File: src/rtl/imm_pkg.sv
// Shared definitions for the LEGv8 immediate generator: format codes,
// 11-bit opcode patterns with their don't-care masks, and the opcode decoder.
package imm_pkg;

  typedef enum logic [2:0] {
    FMT_NONE = 3'd0,
    FMT_D    = 3'd1,
    FMT_CB   = 3'd2,
    FMT_B    = 3'd3,
    FMT_I    = 3'd4,
    FMT_IW   = 3'd5
  } fmt_t;

  localparam logic [10:0] OP_LDUR = 11'b11111000010;
  localparam logic [10:0] OP_STUR = 11'b11111000000;
  localparam logic [10:0] OP_CBZ  = 11'b10110100000;
  localparam logic [10:0] OP_CBNZ = 11'b10110101000;
  localparam logic [10:0] OP_B    = 11'b00010100000;
  localparam logic [10:0] OP_BL   = 11'b10010100000;
  localparam logic [10:0] OP_ADDI = 11'b10010001000;
  localparam logic [10:0] OP_SUBI = 11'b11010001000;
  localparam logic [10:0] OP_MOVZ = 11'b11010010100;

  // Mask bits set to 0 mark opcode bits that belong to the immediate field.
  localparam logic [10:0] MASK_D  = 11'b11111111111;
  localparam logic [10:0] MASK_CB = 11'b11111111000;
  localparam logic [10:0] MASK_B  = 11'b11111100000;
  localparam logic [10:0] MASK_I  = 11'b11111111110;
  localparam logic [10:0] MASK_IW = 11'b11111111100;

  function automatic logic op_match(input logic [10:0] op,
                                    input logic [10:0] pat,
                                    input logic [10:0] mask);
    return (op & mask) == pat;
  endfunction

  function automatic fmt_t decode_fmt(input logic [10:0] op);
    fmt_t f;
    f = FMT_NONE;
    if (op_match(op, OP_LDUR, MASK_D) || op_match(op, OP_STUR, MASK_D))
      f = FMT_D;
    else if (op_match(op, OP_CBZ, MASK_CB) || op_match(op, OP_CBNZ, MASK_CB))
      f = FMT_CB;
    else if (op_match(op, OP_B, MASK_B) || op_match(op, OP_BL, MASK_B))
      f = FMT_B;
    else if (op_match(op, OP_ADDI, MASK_I) || op_match(op, OP_SUBI, MASK_I))
      f = FMT_I;
    else if (op_match(op, OP_MOVZ, MASK_IW))
      f = FMT_IW;
    return f;
  endfunction

endpackage

File: src/rtl/imm_ext.sv
// Combinational immediate extraction: turns an instruction word plus its
// decoded format into the N-bit extended immediate and the illegal flag.
module imm_ext
  import imm_pkg::*;
#(
  parameter int N        = 64,
  parameter bit BR_SHIFT = 1'b0
) (
  input  logic [31:0]  instr,
  input  fmt_t         fmt,
  output logic [N-1:0] imm,
  output logic         illegal
);

  logic [63:0] wide;
  logic        unused_hi;

  always_comb begin
    wide    = '0;
    illegal = 1'b0;
    case (fmt)
      FMT_D:  wide = {{55{instr[20]}}, instr[20:12]};
      FMT_CB: begin
        wide = {{45{instr[23]}}, instr[23:5]};
        if (BR_SHIFT) wide = wide << 2;
      end
      FMT_B:  begin
        wide = {{38{instr[25]}}, instr[25:0]};
        if (BR_SHIFT) wide = wide << 2;
      end
      FMT_I:  wide = {{52{instr[21]}}, instr[21:10]};
      FMT_IW: begin
        // A 32-bit result cannot hold halfword positions 2 and 3.
        if (N == 32 && instr[22]) illegal = 1'b1;
        else wide = {48'b0, instr[20:5]} << {instr[22:21], 4'b0000};
      end
      default: illegal = 1'b1;
    endcase
  end

  // Bits above N-1 are simply dropped, which is the intended overflow rule.
  assign imm       = wide[N-1:0];
  assign unused_hi = ^{instr[31:26], wide};

endmodule

File: src/rtl/imm_gen.sv
// Two-stage LEGv8 immediate generator: S1 holds the instruction and decoded
// format, S2 holds the extended immediate, format and illegal flag.
module imm_gen
  import imm_pkg::*;
#(
  parameter int N        = 64,
  parameter bit BR_SHIFT = 1'b0
) (
  input  logic         clk,
  input  logic         reset,
  input  logic         in_valid,
  output logic         in_ready,
  input  logic [31:0]  instr,
  output logic         out_valid,
  input  logic         out_ready,
  output logic [N-1:0] imm,
  output logic [2:0]   fmt,
  output logic         illegal
);

  // Handshake: a transfer happens on a rising edge where valid and ready are
  // both high; a source holds its data stable while valid=1 and ready=0, and
  // valid never depends combinationally on ready.

  logic         s1_valid;
  logic [31:0]  s1_instr;
  fmt_t         s1_fmt;
  logic         s2_valid;
  logic [N-1:0] s2_imm;
  fmt_t         s2_fmt;
  logic         s2_illegal;

  fmt_t         in_fmt;
  logic         s2_can_accept;
  logic [N-1:0] ext_imm;
  logic         ext_illegal;

  assign in_fmt        = decode_fmt(instr[31:21]);
  assign s2_can_accept = !s2_valid || out_ready;
  assign in_ready      = !reset && (!s1_valid || s2_can_accept);

  always_ff @(posedge clk or posedge reset) begin
    if (reset) begin
      s1_valid <= 1'b0;
      s1_instr <= '0;
      s1_fmt   <= FMT_NONE;
    end else if (in_ready) begin
      s1_valid <= in_valid;
      if (in_valid) begin
        s1_instr <= instr;
        s1_fmt   <= in_fmt;
      end
    end
  end

  imm_ext #(
    .N        (N),
    .BR_SHIFT (BR_SHIFT)
  ) u_ext (
    .instr   (s1_instr),
    .fmt     (s1_fmt),
    .imm     (ext_imm),
    .illegal (ext_illegal)
  );

  always_ff @(posedge clk or posedge reset) begin
    if (reset) begin
      s2_valid   <= 1'b0;
      s2_imm     <= '0;
      s2_fmt     <= FMT_NONE;
      s2_illegal <= 1'b0;
    end else if (s2_can_accept) begin
      s2_valid <= s1_valid;
      if (s1_valid) begin
        s2_imm     <= ext_imm;
        s2_fmt     <= s1_fmt;
        s2_illegal <= ext_illegal;
      end
    end
  end

  assign out_valid = s2_valid;
  assign imm       = s2_imm;
  assign fmt       = s2_fmt;
  assign illegal   = s2_illegal;

endmodule

File: config.mk
export PLATFORM = sky130hd
export DESIGN_NAME = imm_gen
export DESIGN_NICKNAME = d
export VERILOG_FILES = /design/src/rtl/imm_pkg.sv /design/src/rtl/imm_ext.sv /design/src/rtl/imm_gen.sv
export SDC_FILE = /design/constraint.sdc
export NUM_CORES = 1
export LEC_CHECK = 0
export CAP_MARGIN = 25
export CORE_MARGIN = 4
export CORE_UTILIZATION = 50
export DETAILED_ROUTE_END_ITERATION = 16
export GPL_TIMING_DRIVEN = 0
export PLACE_DENSITY = 0.82
export SETUP_SLACK_MARGIN = 0.02
export SKIP_LAST_GASP = 1
export SYNTH_ARGS = -nofsm -noshare
export SYNTH_HDL_FRONTEND = slang
export SYNTH_SLANG_ARGS = --single-unit
export TNS_END_PERCENT = 1
File: constraint.sdc
create_clock -name clk -period 6.7 [get_ports clk]
set_input_delay 1.34 -clock clk [delete_from_list [all_inputs] [get_ports clk]]
set_output_delay 1.34 -clock clk [all_outputs]
set_load 0.02 [all_outputs]
# After elaboration in Yosys (flattened, before gate mapping)
# Cells that the tools add are included.
[word_totals] latchBits=0 output_inout_bits=70 memories=0 inputBits=36 register_bits=99 word_cells=42 mem_bits_ro=0 mem_bits_rw=0
[op_classes] n_reduce_logical=13 n_lt_le_gt_ge=0 mul=0 div=0 bitwise=0 n_shift=1 n_eq_ne=14 n_addsub=0 n_mux=7
[op_table] operator="$pmux W64 S5" n=1
[op_table] operator="$shl A16 B6 Y64" n=1
[op_table] operator="$eq A11 B11 Y1 const B" n=2
[op_table] operator="$eq A10 B10 Y1 const B" n=2
[op_table] operator="$eq A8 B8 Y1 const B" n=2
[op_table] operator="$mux W3" n=5
[op_table] operator="$eq A9 B9 Y1 const B" n=1
[op_table] operator="$eq A3 B2 Y1 const B" n=2
[op_table] operator="$eq A3 B3 Y1 const B" n=2
[op_table] operator="$eq A6 B3 Y1 const B" n=1
[op_table] operator="$eq A6 B6 Y1 const B" n=1
[op_table] operator="$logic_or A1 B1 Y1" n=6
[op_table] operator="$reduce_or A5 Y1" n=1
[op_table] operator="$reduce_and A2 Y1" n=2
[op_table] operator="$eq A3 B1 Y1 const B" n=1
[op_table] operator="$logic_not A1 Y1" n=3
[op_table] operator="$logic_and A1 B1 Y1" n=1
[op_table] operator="$mux W1" n=1

# Longest topological paths before layout
# Gate-level depths: netlist of run 1.
[depth] ltp_word=6 depth_mapped=7 depth_no_buf=4

# Modules after synthesis
# Synthesis of run 1 repeated with hierarchy kept, for this count alone.
[unflattened] cells_unflattened=387 hier_area_um2=5180.0
[modules_own_cells] module="imm_gen" cells_per_inst=244 area_each_um2=4063.9 n_inst=1 seq_area_each_um2=2627.5
[modules_own_cells] module="imm_ext" cells_per_inst=143 area_each_um2=1116.1 n_inst=1 seq_area_each_um2=0.0

# Least setup slack after synthesis of run 1
# No wires, ideal clock.
[synth_path] path_kind="input-to-reg" startpoint="input reset" endpoint="register s1_instr[25]" stages=4 required_time_ns=6.572 t_arrival_ns=4.544 setup_slack_ns=2.028 setup_time_ns=0.128 n_path_buf=1 cell_sequence="inv_1 > o211ai_1 > buf_2 > mux2_1"
[synth_via] elab_chain_cells=3
[synth_lines] element="from (decl)" line="imm_gen.sv:10" source="input logic reset,"
[synth_lines] element="$logic_not A1 Y1 (no line)"
[synth_lines] element="$logic_and A1 B1 Y1" line="imm_gen.sv:40" source="assign in_ready = !reset && (!s1_valid || s2_can_accept);"
[synth_lines] element="$reduce_and A2 Y1 (no line)"
[synth_lines] element="to (signal assigned)" line="imm_gen.sv:50" source="s1_instr <= instr;"
[synth_lines] element="to (decl)" line="imm_gen.sv:26" source="logic [31:0] s1_instr;"
# No other way between the ends.
# A chain may end at the register's enable or synchronous reset.

# Worst setup path after layout of run 1
[layout_path] startpoint="input out_ready" endpoint="output in_ready"
[layout_via] elab_chain_cells=3
[layout_lines] element="from (decl)" line="imm_gen.sv:15" source="input logic out_ready,"
[layout_lines] element="$logic_or A1 B1 Y1" line="imm_gen.sv:39" source="assign s2_can_accept = !s2_valid || out_ready;"
[layout_lines] element="$logic_or A1 B1 Y1" line="imm_gen.sv:40"
[layout_lines] element="$logic_and A1 B1 Y1" line="imm_gen.sv:40"
[layout_lines] element="to (decl)" line="imm_gen.sv:12" source="output logic in_ready,"
# No other way between the ends.

==> out/qor.txt, run 1 <==
antenna violations before repair: 0
via count of the first global-routing pass: 3903
global placement routability congestion: 0.933
Leakage Power: 2.60 nW
clock-pin slew of the registers on the worst-case setup and hold paths: 90 ps
worst-path cell with the longest stage delay: clkdlybuf4s50_1
vertical die dimension: 103 um
total of max-cap violations: 0
Critical Path RT: 5360 ps
final number of max-transition violations: 0
cell count after synthesis: 366
number of endpoints with negative hold slack in the final report: 0
outcome: finished clean
CP Class: in2out
Net count, final: 519
fraction of registers with async set or reset after synthesis: 1.00
Rows: 34
clock root buffer: clkbuf_8
net count after synthesis: 402
clock tree from TritonCTS: built
Starting Density: 0.514
Register-to-Register Setup Slack: 4850 ps
Crit path arrival time: 2730 ps
Pwr per Cell Area: 302 nW/um^2
Antenna diodes: 0
sequential fraction of the synthesis area: 0.553
aggregate global routing overflow: 0
Fmax achieved: 0.246 GHz
number of placed I/O pins: 106
Filler Cells Inserted: 672
Critical Path End Type: output pin
Worst Tran Pin Value: 638 ps
post-cts hold buffer count: 0
share of cells above drive strength 1: 0.148
synthesized cell area: 4480 um^2
crit start category: input port
dpl cells: 580
Max rail drop VDD: 0.171 mV
crit-path cells: clkdlybuf4s50_1, nor2b_1, a21oi_1, clkdlybuf4s50_1
cell type contributing the most total cell area after synthesis: dfrtp_1
Post-Route Skew: 19.2 ps
Synth top cells by count: dfrtp_1, a221o_1, mux2_2
headroom to the max-slew limit: 0.575
part of the cycle the worst path needs: 0.607
top cell type's share of synthesized area: 0.553
most frequent cell after synthesis: dfrtp_1
unrepaired setup endpoints after global routing: false
worst reg-to-reg path cell count: 4
endpoint of the worst-slack reg-to-reg timing path: s1_instr[6]
number of buffer and inverter stages on the critical path: 2
CP delay by family, top: buffers and inverters
final wirelength: 13.1 mm
global-route wire length before repair: 20.9 mm
number of enable-type register cells in the synthesized netlist: 0
# clock sinks: 99
largest stage delay on the critical path: 650 ps
area enclosed by the die boundary: 10500 um^2
DRC marker count from the first detailed-route iteration: 273
DRC Markers: 0
Synth Flop Type: dfrtp_1
cells taking the most area after synthesis: dfrtp_1, a221o_1, mux2_2
total negative setup slack: 0 ps
count of input and output buffers: 105
hpwl dp: 9.46 mm
placeable core area: 8720 um^2
worst skew pair latency: 370 ps
maximum fanout along the worst path: 2
share of the core filled with cells in the final layout: 0.678
wire length per cell: 22.0 um
Synth-to-Final Area Change: 31.8%
via density per instance: 6.36
logic depth of the worst setup path including buffers: 4
post-synthesis sequential element count: 99
worst setup path endpoint: in_ready
Yosys Warn Count: 0
total routing usage reported by global routing: 0.260
maximum number of pins on one net before global-route repair: 55
mean instance size in the synthesized netlist: 12.2 um^2
die outline width: 103 um
Resize count post-CTS: 0
startpoint of the worst register-to-register path: out_valid
final count of negative-setup-slack endpoints: 0
number of nets with antenna violations after detailed routing: 0
path category of the worst min-delay check: reg2reg
number of distinct standard cells referenced by the synthesized netlist: 49
First-pass DRT Iterations: 6
H-tree depth: 3
non-filler cells in the finished layout: 596
launch point of the worst path: out_ready
cell mode on critical path: clkdlybuf4s50_1
clk buf depth: 2
TritonCTS buffer count: 9
total via count in the routed design: 3791
final worst path period need: 4070 ps
smallest hold slack: 492 ps
setup repair bufs after CTS: 0
-- power breakdown --
| part | internal [W] | switching, W |
|---|---|---|
| Sequential | 0.000708 | 0.000108 |
| Combinational | 0.000277 | 0.000290 |
| Clock | 0.000194 | 0.000209 |
-- worst min path at each step --
stage	start	end	slack (ps)	cells after the start
global placement	fmt[2]	fmt[2]	470	2
CTS	fmt[2]	fmt[2]	500	2
floorplan	s1_instr[24]	s1_instr[24]	450	2
global route	fmt[2]	fmt[2]	510	2
detailed placement	fmt[1]	fmt[1]	470	2
finish	fmt[1]	fmt[1]	490	2
-- placed cells by master (no fill, tap or decap), types with 2 or more instances in the layout --
cell type,instances
a32oi_1,11
a21o_1,2
a22oi_1,9
nand2_1,17
nor3b_1,2
a2bb2oi_1,8
buf_1,4
clkbuf_8,11
and3b_1,2
a21oi_1,20
a221o_1,40
mux2_2,23
nor2b_1,5
o21ai_0,15
a32o_1,2
a221oi_1,2
clkdlybuf4s50_1,105
dfrtp_1,99
clkbuf_2,4
nand2b_1,5
buf_2,15
inv_1,5
a211o_1,8
a222oi_1,6
nand3b_1,2
and3_1,9
a22o_1,4
clkinvlp_4,2
o2bb2ai_1,2
buf_6,5
mux2_1,3
mux2i_1,2
nor2_1,5
clkbuf_1,11
-- layout make-up --
type / instances / area (um^2) / share of cell area
clock inverter: 5 / 58.8 / 0.00995
sequential: 99 / 2480 / 0.419
inverter: 6 / 25.0 / 0.00423
multi-input combinational: 222 / 1780 / 0.300
tap: 108 / 135 / 0.0229
buffer: 39 / 208 / 0.0351
timing repair buffer: 106 / 1080 / 0.183
clock buffer: 11 / 151 / 0.0256
-- routing by layer --
layer  up-vias  GRT usage  routed length, um
met1      1885      0.358               5480
met4         0      0.108                401
met3        37     0.0379                924
met5         -          0                  0
li1       1669          -                  -
met2       200      0.416               6310
-- cell families (layout without fill, tap and decap cells) --
group | after synthesis | in the layout | share of synthesized area
flip-flops | 99 | 99 | 0.553
AND/OR/NAND/NOR | 60 | 60 | 0.0826
buffers and inverters | 45 | 167 | 0.0514
multiplexers | 28 | 28 | 0.0698
AO/OA/AOI/OAI | 134 | 134 | 0.244
-- worst register-to-register path, cell delays in order (launching register included) --
cell      delay, ps
dfrtp_1         380
nand2b_1        190
o211ai_1        420
buf_2           360
mux2_2          390
-- sequential cells by signal, indices dropped and copies added (netlist names) --
| signal | count |
|---|---|
| fmt | 3 |
| s1_fmt | 3 |
| s1_valid | 1 |
| imm | 64 |
| out_valid | 1 |
| illegal | 1 |
| s1_instr | 26 |
-- metrics by stage --
stage          worst slack (ps)  power (W)  cell area (um^2)
6_report                   2630    0.00179              5910
5_1_grt                    2560    0.00187              5910
4_1_cts                    2620    0.00179              5910
3_5_place_dp               2640    0.00139              5700
3_3_place_gp                582    0.00137              5670
2_1_floorplan              2030    0.00110              4480
Note: power is estimated with default switching activity, not from simulation.
==> run 2: changes to the inputs <==
==> constraint.sdc (replaced) <==
create_clock -name clk -period 3.85 [get_ports clk]
set_input_delay 0.77 -clock clk [delete_from_list [all_inputs] [get_ports clk]]
set_output_delay 0.77 -clock clk [all_outputs]
set_load 0.02 [all_outputs]
==> out/qor.txt, run 2 (synthesized netlist as in run 1, its figures left out) <==
multi-input gate area in the final layout: 1780 um^2
wire length per cell: 21.5 um
number of buffer and inverter stages on the critical path: 2
maximum fanout along the worst path: 2
total of max-cap violations: 0
Resize count post-CTS: 0
TritonCTS buffer count: 9
Crit path arrival time: 2100 ps
# clock sinks: 99
Max rail drop VDD: 0.270 mV
number of placed I/O pins: 106
antenna violations before repair: 0
Pwr per Cell Area: 540 nW/um^2
global-route wire length before repair: 20.1 mm
most used cells in the layout excluding fill and tap cells: clkdlybuf4s50_1, dfrtp_1, a221o_1
path category of the worst min-delay check: reg2reg
cell mode on critical path: clkdlybuf4s50_1
total via count in the routed design: 3796
unrepaired setup endpoints after global routing: false
number of nets with antenna violations after detailed routing: 0
placeable core area: 8720 um^2
via count of the first global-routing pass: 3713
H-tree depth: 3
worst-path cell with the longest stage delay: clkdlybuf4s50_1
Leakage Power: 2.62 nW
CP Class: in2out
Fmax achieved: 0.348 GHz
headroom to the max-slew limit: 0.558
count of input and output buffers: 105
Storage cell area: 2480 um^2
number of endpoints with negative hold slack in the final report: 0
part of the cycle the worst path needs: 0.746
vertical die dimension: 103 um
Synth-to-Final Area Change: 32.9%
final worst path period need: 2870 ps
Final Total Pwr: 0.00322 W
Worst Tran Pin Value: 662 ps
Post-Route Skew: 13.4 ps
die outline width: 103 um
crit start category: input port
max reg flops: 64
area enclosed by the die boundary: 10500 um^2
CP delay by family, top: buffers and inverters
worst skew pair latency: 370 ps
clock root buffer: clkbuf_8
total routing usage reported by global routing: 0.250
hpwl dp: 9.27 mm
Critical Path End Type: output pin
Starting Density: 0.514
final number of max-transition violations: 0
total negative setup slack: 0 ps
global placement routability congestion: 0.913
post-cts hold buffer count: 0
final count of negative-setup-slack endpoints: 0
First-pass DRT Iterations: 5
DRC marker count from the first detailed-route iteration: 270
share of cells above drive strength 1: 0.149
Filler Cells Inserted: 648
DRC Markers: 0
final wirelength: 12.8 mm
largest stage delay on the critical path: 630 ps
aggregate global routing overflow: 0
setup repair bufs after CTS: 0
Antenna diodes: 0
crit-path cells: clkdlybuf4s50_1, nor2b_1, a21oi_1, clkdlybuf4s50_1
most common library cell in the layout ignoring fill and taps: clkdlybuf4s50_1
Net count, final: 520
clock-pin slew of the registers on the worst-case setup and hold paths: 90 ps
via density per instance: 6.36
maximum number of pins on one net before global-route repair: 43
clk buf depth: 2
outcome: finished clean
clock tree from TritonCTS: built
Rows: 34
Critical Path RT: 3080 ps
## run 2: changes by cell type in the layout (fill, tap and decap cells not counted)
cell        delta
buf_12         +2
clkinv_2       -1
clkbuf_8       -2
inv_4          -1
bufinv_16      +2
inv_6          +1
clkinvlp_4     +1
buf_16         -1
## run 2: worst reg2reg max path: stages, from the launching register on
cell,delay (ps)
dfrtp_1,510
inv_1,140
o211ai_1,410
buf_2,370
mux2_2,380
## run 2: metal layers
layer,GRT usage,part of all wire,vias to the layer above
met2,0.418,0.49,226
met3,0.0480,0.096,30
li1,-,-,1679
met4,0.0727,0.020,0
met5,0,0,-
met1,0.332,0.39,1861
## run 2: power breakdown
part	leakage, nW	internal (W)	switching [W]
logic	1.22	0.000484	0.000506
clock network	0.116	0.000436	0.000374
registers	1.29	0.00123	0.000186
## run 2: cell type report
cell class,count,area share
plain buffers,39,0.0349
clock buffers,9,0.0208
flip-flops and latches,99,0.416
clock inverters,7,0.0206
well taps,108,0.0227
multi-input cells,222,0.298
inverters,6,0.00441
repair buffers,107,0.183
## run 2: worst paths after layout
path	from	endpoint	slack, ps	cells after the start
setup reg to reg	s1_valid	s1_instr[9]	1940	4
hold reg to reg	fmt[1]	fmt[1]	500	2
setup / recovery	out_ready	in_ready	980	4
max in group asynchronous	reset	imm[39]	2430	3
min in group asynchronous	reset	s1_fmt[2]	840	2
hold / removal	fmt[1]	fmt[1]	500	2
## run 2: through the flow
| step | setup slack [ps] | instances | instance area (um^2) | hold WS [ps] | util |
|---|---|---|---|---|---|
| floorplan | 420 | 366 | 4490 | 450 | - |
| global placement | -899 | 579 | 5670 | 469 | 0.651 |
| detailed placement | 691 | 581 | 5710 | 474 | 0.655 |
| CTS | 973 | 597 | 5960 | 495 | 0.683 |
| global route | 876 | 597 | 5960 | 523 | 0.683 |
| finish | 977 | 597 | 5960 | 504 | 0.683 |
==> run 3: changes to the inputs <==
==> constraint.sdc (replaced) <==
create_clock -name clk -period 2.9 [get_ports clk]
set_input_delay 0.58 -clock clk [delete_from_list [all_inputs] [get_ports clk]]
set_output_delay 0.58 -clock clk [all_outputs]
set_load 0.02 [all_outputs]
==> out/qor.txt, run 3 (synthesized netlist as in run 1, its figures left out) <==
most used cells in the layout excluding fill and tap cells: clkdlybuf4s50_1, dfrtp_1, a221o_1
global-route wire length before repair: 20.5 mm
Worst Tran Pin Value: 586 ps
Max rail drop VDD: 0.329 mV
unrepaired setup endpoints after global routing: false
Antenna diodes: 0
dpl cells: 581
crit start category: input port
max reg flops: 64
Critical Path End Type: output pin
Pwr per Cell Area: 700 nW/um^2
startpoint of the worst register-to-register path: s1_valid
maximum fanout along the worst path: 3
number of nets with antenna violations after detailed routing: 0
H-tree depth: 3
worst hold start: fmt[2]
Fmax achieved: 0.394 GHz
path category of the worst min-delay check: reg2reg
Rows: 34
worst skew pair latency: 360 ps
worst hold path cell count: 2
crit-path cells: clkdlybuf4s50_1, a21oi_1, clkdlybuf4s50_1
antenna violations before repair: 0
final count of negative-setup-slack endpoints: 0
hold endpoint: fmt[2]
clock root buffer: clkbuf_8
switching power summed over all nets: 0.00140 W
via count of the first global-routing pass: 3928
most common library cell in the layout ignoring fill and taps: clkdlybuf4s50_1
DRC Markers: 0
register share of total power: 0.452
vertical die dimension: 103 um
Starting Density: 0.514
count of input and output buffers: 105
clock power share: 0.233
TritonCTS buffer count: 9
setup repair bufs after CTS: 0
largest stage delay on the critical path: 630 ps
maximum number of pins on one net before global-route repair: 32
CP Class: in2out
worst reg-to-reg path cell count: 6
final number of max-transition violations: 0
number of endpoints with negative hold slack in the final report: 0
Post-Route Skew: 15.5 ps
total via count in the routed design: 3844
Resize count post-CTS: 0
clock tree from TritonCTS: built
internal power consumption: 0.00277 W
wire length per cell: 21.5 um
Crit path arrival time: 1960 ps
total negative setup slack: 0 ps
post-cts hold buffer count: 0
hpwl dp: 9.15 mm
endpoint of the worst-slack reg-to-reg timing path: imm[48]
Register-to-Register Setup Slack: 1040 ps
via density per instance: 6.42
# clock sinks: 99
total of max-cap violations: 0
Critical Path RT: 2320 ps
cell mode on critical path: clkdlybuf4s50_1
headroom to the max-slew limit: 0.609
total routing usage reported by global routing: 0.254
switching share of power: 0.335
Leakage Power: 2.62 nW
outcome: finished clean
DRC marker count from the first detailed-route iteration: 405
placeable core area: 8720 um^2
clk buf depth: 2
First-pass DRT Iterations: 6
global placement routability congestion: 0.901
non-filler cells in the finished layout: 599
final wirelength: 12.9 mm
die outline width: 103 um
worst-path cell with the longest stage delay: clkdlybuf4s50_1
Net count, final: 522
part of the cycle the worst path needs: 0.875
combinational share of power: 0.315
number of placed I/O pins: 106
area enclosed by the die boundary: 10500 um^2
share of cells above drive strength 1: 0.151
clock-pin slew of the registers on the worst-case setup and hold paths: 90 ps
aggregate global routing overflow: 0
final worst path period need: 2540 ps
Synth-to-Final Area Change: 32.7%
==> run 3: changes by cell type in the layout (fill, tap and decap cells not counted) <==
| cell | delta |
|---|---|
| buf_8 | +1 |
| bufinv_16 | -1 |
| clkbuf_1 | +1 |
| clkinv_2 | +2 |
| clkinv_4 | +1 |
| clkinvlp_2 | +1 |
| clkinvlp_4 | -2 |
| inv_6 | -1 |
==> run 3: worst max-delay path by stage <==
stage               startpoint  slack [ps]      endpoint  cells past startpoint
finish                   reset         360      in_ready                      3
global route             reset         200  s1_instr[25]                      5
CTS                      reset         320   s1_instr[9]                      5
detailed placement       reset        -450   s1_instr[5]                      5
global placement         reset       -1640  s1_instr[12]                      5
floorplan                reset        -340  s1_instr[10]                      4
==> run 3: per-layer routing <==
layer,up-vias,GRT usage,share of wire
met3,48,0.0406,0.082
met2,223,0.408,0.48
met5,-,0,0
met1,1897,0.345,0.41
met4,0,0.107,0.029
li1,1676,-,-
==> run 3: layout make-up <==
type / instances / area [um^2]
repair inverters: 1 / 5.00
repair buffers: 108 / 1110
fillers: 668 / 2770
clock inverters: 6 / 87.6
multi-input cells: 222 / 1780
inverters: 6 / 26.3
clock buffers: 10 / 128
plain buffers: 39 / 208
well taps: 108 / 135
flip-flops and latches: 99 / 2480
==> run 3: through the flow <==
step | util | total power, W | instance area [um^2] | hold slack (ps) | worst slack [ps]
3_5_place_dp | 0.655 | 0.00321 | 5710 | 474 | -450
6_report | 0.682 | 0.00417 | 5950 | 497 | 364
4_1_cts | 0.680 | 0.00417 | 5930 | 499 | 325
5_1_grt | 0.682 | 0.00435 | 5950 | 530 | 200
3_3_place_gp | 0.651 | 0.00316 | 5670 | 469 | -1640
2_1_floorplan | - | 0.00254 | 4490 | 450 | -340
==> run 3: power by group through the flow <==
stage	combinational, W	sequential [W]	clock (W)
detailed placement	0.00130	0.00190	0
global placement	0.00126	0.00189	0
finish	0.00131	0.00188	0.000971
global route	0.00139	0.00191	0.00104
CTS	0.00131	0.00188	0.000981
floorplan	0.000496	0.00205	0
==> run 3: critical path: cells and delay by family <==
kind | cells | cell delay, ps
buf+inv | 2 | 1160
compound gates | 1 | 210
